$ cat config.mk
export PLATFORM = sky130hd
export DESIGN_NAME = itcm_port_arbiter
export DESIGN_NICKNAME = d
export VERILOG_FILES = /design/src/rtl/itcm_port_arbiter.sv
export SDC_FILE = /design/constraint.sdc
export NUM_CORES = 1
export LEC_CHECK = 0
export BUFFER_PORTS_ARGS = -buffer_cell sky130_fd_sc_hd__buf_4
export CAP_MARGIN = 20
export CORE_UTILIZATION = 46
export CTS_BUF_LIST = sky130_fd_sc_hd__clkbuf_2
export DETAILED_ROUTE_END_ITERATION = 10
export GPL_TIMING_DRIVEN = 1
export MAX_ROUTING_LAYER = met4
export PLACE_DENSITY = 0.91
export SYNTH_ARGS = -nofsm -noshare
export SYNTH_HDL_FRONTEND = slang
export SYNTH_SLANG_ARGS = --single-unit
export TNS_END_PERCENT = 30
$ cat constraint.sdc
create_clock -name clk -period 2.8 [get_ports clk]
set_input_delay 0.28 -clock clk [delete_from_list [all_inputs] [get_ports clk]]
set_output_delay 0.28 -clock clk [all_outputs]
set_load 0.03 [all_outputs]
$ cat src/rtl/itcm_port_arbiter.sv
// Purpose: shares the single-port ITCM between instruction fetch and the load/store unit.
// Latency: grant is combinational, and read data returns exactly one cycle after the grant.
// Backpressure: the loser of arbitration holds its request; IF is forced through after STARVE_LIMIT MEM wins.
module itcm_port_arbiter #(
    parameter int ADDR_W       = 12,
    parameter int STARVE_LIMIT = 4
) (
    input  logic              clk,
    input  logic              rst,
    input  logic              if_req,
    input  logic [31:0]       if_addr,
    output logic              if_gnt,
    output logic              if_rvalid,
    output logic [31:0]       if_rdata,
    input  logic              mem_req,
    input  logic              mem_we,
    input  logic [31:0]       mem_addr,
    input  logic [31:0]       mem_wdata,
    input  logic [1:0]        mem_width,
    input  logic              mem_sign_extend,
    output logic              mem_gnt,
    output logic              mem_rvalid,
    output logic [31:0]       mem_rdata,
    output logic              mem_misaligned,
    output logic              itcm_en,
    output logic [3:0]        itcm_we,
    output logic [ADDR_W-1:0] itcm_addr,
    output logic [31:0]       itcm_wdata,
    input  logic [31:0]       itcm_rdata
);

    logic [3:0]  streak;
    logic        starved;
    logic        mem_mis;
    logic        ld_owner_mem;
    logic [1:0]  ld_off;
    logic [1:0]  ld_width;
    logic        ld_sign;
    logic        ld_mis;
    logic [31:0] if_rdata_q;
    logic [31:0] mem_rdata_q;
    logic [31:0] ld_shifted;
    logic [31:0] ld_ext;

    // Word-aligned fetches only need the word-address bits; upper bits wrap.
    logic unused_addr_bits;
    assign unused_addr_bits = &{1'b0, if_addr[31:ADDR_W+2], if_addr[1:0], mem_addr[31:ADDR_W+2]};

    assign starved = (streak == 4'(STARVE_LIMIT));
    assign mem_mis = (mem_width == 2'b01 && mem_addr[0]) ||
                     (mem_width[1] && mem_addr[1:0] != 2'b00);

    // Arbitration: MEM wins unless IF has waited STARVE_LIMIT grants.
    always_comb begin
        mem_gnt = 1'b0;
        if_gnt  = 1'b0;
        if (!rst) begin
            mem_gnt = mem_req && !(if_req && starved);
            if_gnt  = if_req && !mem_gnt;
        end
    end

    // RAM drive: address mux, byte enables and lane-replicated store data.
    always_comb begin
        itcm_addr  = mem_gnt ? mem_addr[ADDR_W+1:2] : if_addr[ADDR_W+1:2];
        itcm_en    = if_gnt || (mem_gnt && !mem_mis);
        itcm_we    = 4'b0000;
        itcm_wdata = mem_wdata;
        case (mem_width)
            2'b00:   itcm_wdata = {4{mem_wdata[7:0]}};
            2'b01:   itcm_wdata = {2{mem_wdata[15:0]}};
            default: itcm_wdata = mem_wdata;
        endcase
        if (mem_gnt && mem_we && !mem_mis) begin
            case (mem_width)
                2'b00:   itcm_we = 4'b0001 << mem_addr[1:0];
                2'b01:   itcm_we = mem_addr[1] ? 4'b1100 : 4'b0011;
                default: itcm_we = 4'b1111;
            endcase
        end
    end

    // Starvation streak: counts MEM wins while IF waits, saturating at the limit.
    always_ff @(posedge clk) begin
        if (rst || if_gnt || !if_req) begin
            streak <= 4'd0;
        end else if (mem_gnt && !starved) begin
            streak <= streak + 4'd1;
        end
    end

    // Response tracking: who owns next cycle's read data and how to format it.
    always_ff @(posedge clk) begin
        if (rst) begin
            if_rvalid      <= 1'b0;
            mem_rvalid     <= 1'b0;
            mem_misaligned <= 1'b0;
            ld_owner_mem   <= 1'b0;
            ld_off         <= 2'b00;
            ld_width       <= 2'b00;
            ld_sign        <= 1'b0;
            ld_mis         <= 1'b0;
        end else begin
            if_rvalid      <= if_gnt;
            mem_rvalid     <= mem_gnt && (mem_mis || !mem_we);
            mem_misaligned <= mem_gnt && mem_mis;
            ld_owner_mem   <= mem_gnt;
            if (mem_gnt) begin
                ld_off   <= mem_addr[1:0];
                ld_width <= mem_width;
                ld_sign  <= mem_sign_extend;
                ld_mis   <= mem_mis;
            end
        end
    end

    // Load alignment: select the addressed lane, then sign- or zero-extend.
    always_comb begin
        ld_shifted = itcm_rdata >> {ld_off, 3'b000};
        case (ld_width)
            2'b00:   ld_ext = ld_sign ? {{24{ld_shifted[7]}}, ld_shifted[7:0]}
                                      : {24'h0, ld_shifted[7:0]};
            2'b01:   ld_ext = ld_sign ? {{16{ld_shifted[15]}}, ld_shifted[15:0]}
                                      : {16'h0, ld_shifted[15:0]};
            default: ld_ext = itcm_rdata;
        endcase
        if (ld_mis) begin
            ld_ext = 32'h0;
        end
    end

    assign if_rdata  = if_rvalid ? itcm_rdata : if_rdata_q;
    assign mem_rdata = (mem_rvalid && ld_owner_mem) ? ld_ext : mem_rdata_q;

    // Hold registers keep the last delivered data visible while rvalid is low.
    always_ff @(posedge clk) begin
        if (rst) begin
            if_rdata_q  <= 32'h0;
            mem_rdata_q <= 32'h0;
        end else begin
            if (if_rvalid) begin
                if_rdata_q <= itcm_rdata;
            end
            if (mem_rvalid) begin
                mem_rdata_q <= ld_ext;
            end
        end
    end

endmodule

==> impl_results.md <==
- Worst Skew: approximately 0.032 ns
- Number of global-route vias before repair: ~4600
- Clk Tree Root Cell: clkbuf_2
- GPL Wtd Cong: a little under 0.9
- Skew-Pair Late Insertion Delay: 0.55 ns
- Comb power frac: around 34%
- Crit share post-route: a little over nine tenths
- Routed WL: 14.7 mm
- Syn Inst Count: 470
- Clock transition at path regs: ~0.19 ns
- DIE AREA: approximately 10000 sq um
- Share of flip-flops with an asynchronous set or reset: 0%
- Worst path max stage delay: 0.49 ns
- HP Class: in2reg
- Leak Pwr: slightly below 3 nW
- Vias per cell: a little under 6
- WS Path Type: reg2out
- CP delay by family, top: multiplexers
- Largest family of logic cells by synthesized area: compound AO/OA/AOI/OAI gates
- Area grow syn2layout: 40.9%
- Most common cell after layout, fill and taps aside: buf_4
- Required time worst endpoint: 2.52 ns
- Switching share of power: approximately a third
- Final HPWL DP: 11.3 mm
- Synth Area in Simple Gates: 13.3%
- Total gr overflow: 0
- Post-synthesis adder-cell area fraction: less than 1%
- Final hold violations: 0
- Fin util: between 60% and 70%
- CP startpoint kind: flop
- Final nets: approximately 810
- Sink Count: 78
- Power, Total: around 2.5 mW
- Slew Viols, Final: 0
- Max cap viols: 0
- Initial Utilization: 47.8%
- H-Tree Depth: 3
- Mapped Area: 4460 sq um
- Fmax: around 370 MHz
- Initial DRT Pass Iterations: 8
- DRT antenna net count: 0
- TritonCTS Buffers: 9
- Total Neg Setup Slack: 0 ns
- Part of the power in the clock network: approximately 20%
- Synth Area per Inst: approximately 9.5 sq um
- Crit path DAT: about 2.4 ns
- Actual slew at the worst max-slew pin: around 0.72 ns
- Critical path buffer and inverter count: 2
- DR vias: 4628
- Pwr Density: 402 nW/um^2
- First-iteration detailed-routing DRC count: 300
- Count of warnings emitted by yosys: 0
- Net Switching: about 0.89 mW
- Top cell by count, worst path: buf_4
- TritonCTS clock tree: built
- Worst Path Max Fanout: 16
- Post-synth top flop: dfxtp_1
- Port bufs: roughly 220
- Post-synth EDFFs: 0
- First-pass GRT wire length: 22.2 mm
- Net Count, Synth: between 600 and 700
- Netlist cell types: 43
- Synth Area in Compound Gates: 22.6%
- Setup Fix Bufs, Post-CTS: 0
- Pin count of the biggest net entering global routing: 43
- Seq/Total Area, Yosys: approximately a third
- XOR/XNOR Fraction of Synth Area: less than 1%
- DR DRC count: 0
- RSZ-0062 raised after global routing: false
- CP Capture Type: output port
- Internal power: ~1.6 mW
- Diodes inserted: 0
- Reg power frac: between 40% and 50%
- Die H: between 100 and 150 um
- Longest Clk Path Bufs: 2
- Crit path cell chain: mux2i_1 -> mux4_2 -> nor2_1 -> buf_4 -> a221o_1 -> buf_4
- Status: complete, no violations
- Antenna violations before repair: 0
- Share of cells above drive strength 1: between 40 and 50%
- Core area: 9330 sq um
- Post-synthesis mux area share: between 20 and 25%
- Post-DR wirelength/cell: between 15 and 20 um
- Die W: between 100 and 150 um
- Fin crit period: roughly 2.7 ns
- Total GRT Usage: between 20% and 30%
- Critical-path top delay cell: dfxtp_2
- Most frequent cells in the layout: buf_4, dfxtp_1, mux2_2, nand2_1, nor2b_1
- Setup violators final: 0
- #FFs+latches synth: 78
- Headroom to the max-slew limit: 51.8%
- Cell row count: 35
- Io pins: approximately 250
- Peak VDD IR: between 150 and 200 uV
[cell families after synthesis]
logic type,count (synthesis)
flops,78
simple gates,110
compound gates,129
mux,86
xor+xnor,4
fa+ha+maj,2
buf+inv,61
[path summary, 6_finish.rpt]
path                                     start                           end  slack [ns]  depth (start not counted)
setup / recovery        ld_off[0]$_SDFFE_PP0N_                 mem_rdata[29]        0.10                          6
hold / removal                  itcm_rdata[17]  mem_rdata_q[17]$_SDFFE_PP0P_        0.02                          2
setup reg to reg        ld_off[0]$_SDFFE_PP0N_   mem_rdata_q[9]$_SDFFE_PP0P_        0.88                          4
hold reg to reg   mem_rdata_q[13]$_SDFFE_PP0P_  mem_rdata_q[13]$_SDFFE_PP0P_        0.48                          2
[through the flow]
step	instance area (sq um)	hold slack [ns]	setup WS [ns]	std cells
after floorplan	4460	0.372	-0.0869	470
after global placement	6120	0.435	0.599	781
after detailed placement	6130	0.448	0.411	782
after CTS	6250	0.00283	0.0209	800
after global routing	6280	0.00391	0.00121	802
final	6280	0.0184	0.101	802
[power groups by stage]
stage	Sequential (mW)	Clock [mW]	Combinational, mW
CTS	1.18	0.493	0.842
global placement	1.20	0	0.811
floorplan	1.19	0	0.495
global route	1.19	0.540	0.895
detailed placement	1.20	0	0.834
finish	1.18	0.492	0.850
[routing by layer]
layer	track usage (%)	vias up	share of wire, %
met1	31.0	2174	36
met3	6.66	54	8.8
met4	11.9	0	3.2
li1	-	2119	-
met2	51.7	281	52
met5	-	-	0
[flip-flops by register name (all words and copies together), names as in the netlist]
signal	cells
mem_rvalid	1
ld_width	2
if_rvalid	1
streak	4
mem_misaligned	1
if_rdata_q	32
ld_off	2
mem_rdata_q	32
ld_sign	1
ld_owner_mem	1
ld_mis	1
[cell usage after synthesis (3+ instances only)]
master    instances  area share, %
a2111o_1          7            1.8
a21o_1            8            1.3
a21oi_1          11            1.2
a221o_1          22            4.9
a221o_2          10            2.5
a22o_1           16            3.1
a22oi_1           8            1.3
and2_1            3           0.42
buf_1             6           0.50
buf_4             9            1.5
clkbuf_1         25            2.1
dfxtp_1          78             35
inv_1            17            1.4
mux2_2           67             17
mux2i_1          18            4.0
nand2_1          34            2.9
nand2b_1          5           0.70
nand3_1           3           0.34
nor2_1           16            1.3
nor2b_1          34            4.8
o21ai_0          33            3.7
o221ai_1          8            1.6
xnor2_1           3           0.59
[repair_timing]
item                       in CTS  in global routing
hold buffers                    3                  2
setup endpoints to repair      16                 33
resized for setup               4                  6
hold endpoints to repair        3                  2
cloned                          0                  0
pin swaps                       0                  0
[area by class of cell]
class | count | area, sq um
Fill cell | 745 | 3040
Multi-Input combinational cell | 331 | 2640
Timing Repair Buffer | 232 | 1780
Sequential cell | 78 | 1570
Tap cell | 129 | 161
Inverter | 17 | 63.8
Clock buffer | 10 | 50.0
Clock inverter | 5 | 27.5
Note: power is estimated with default switching activity, not from simulation.
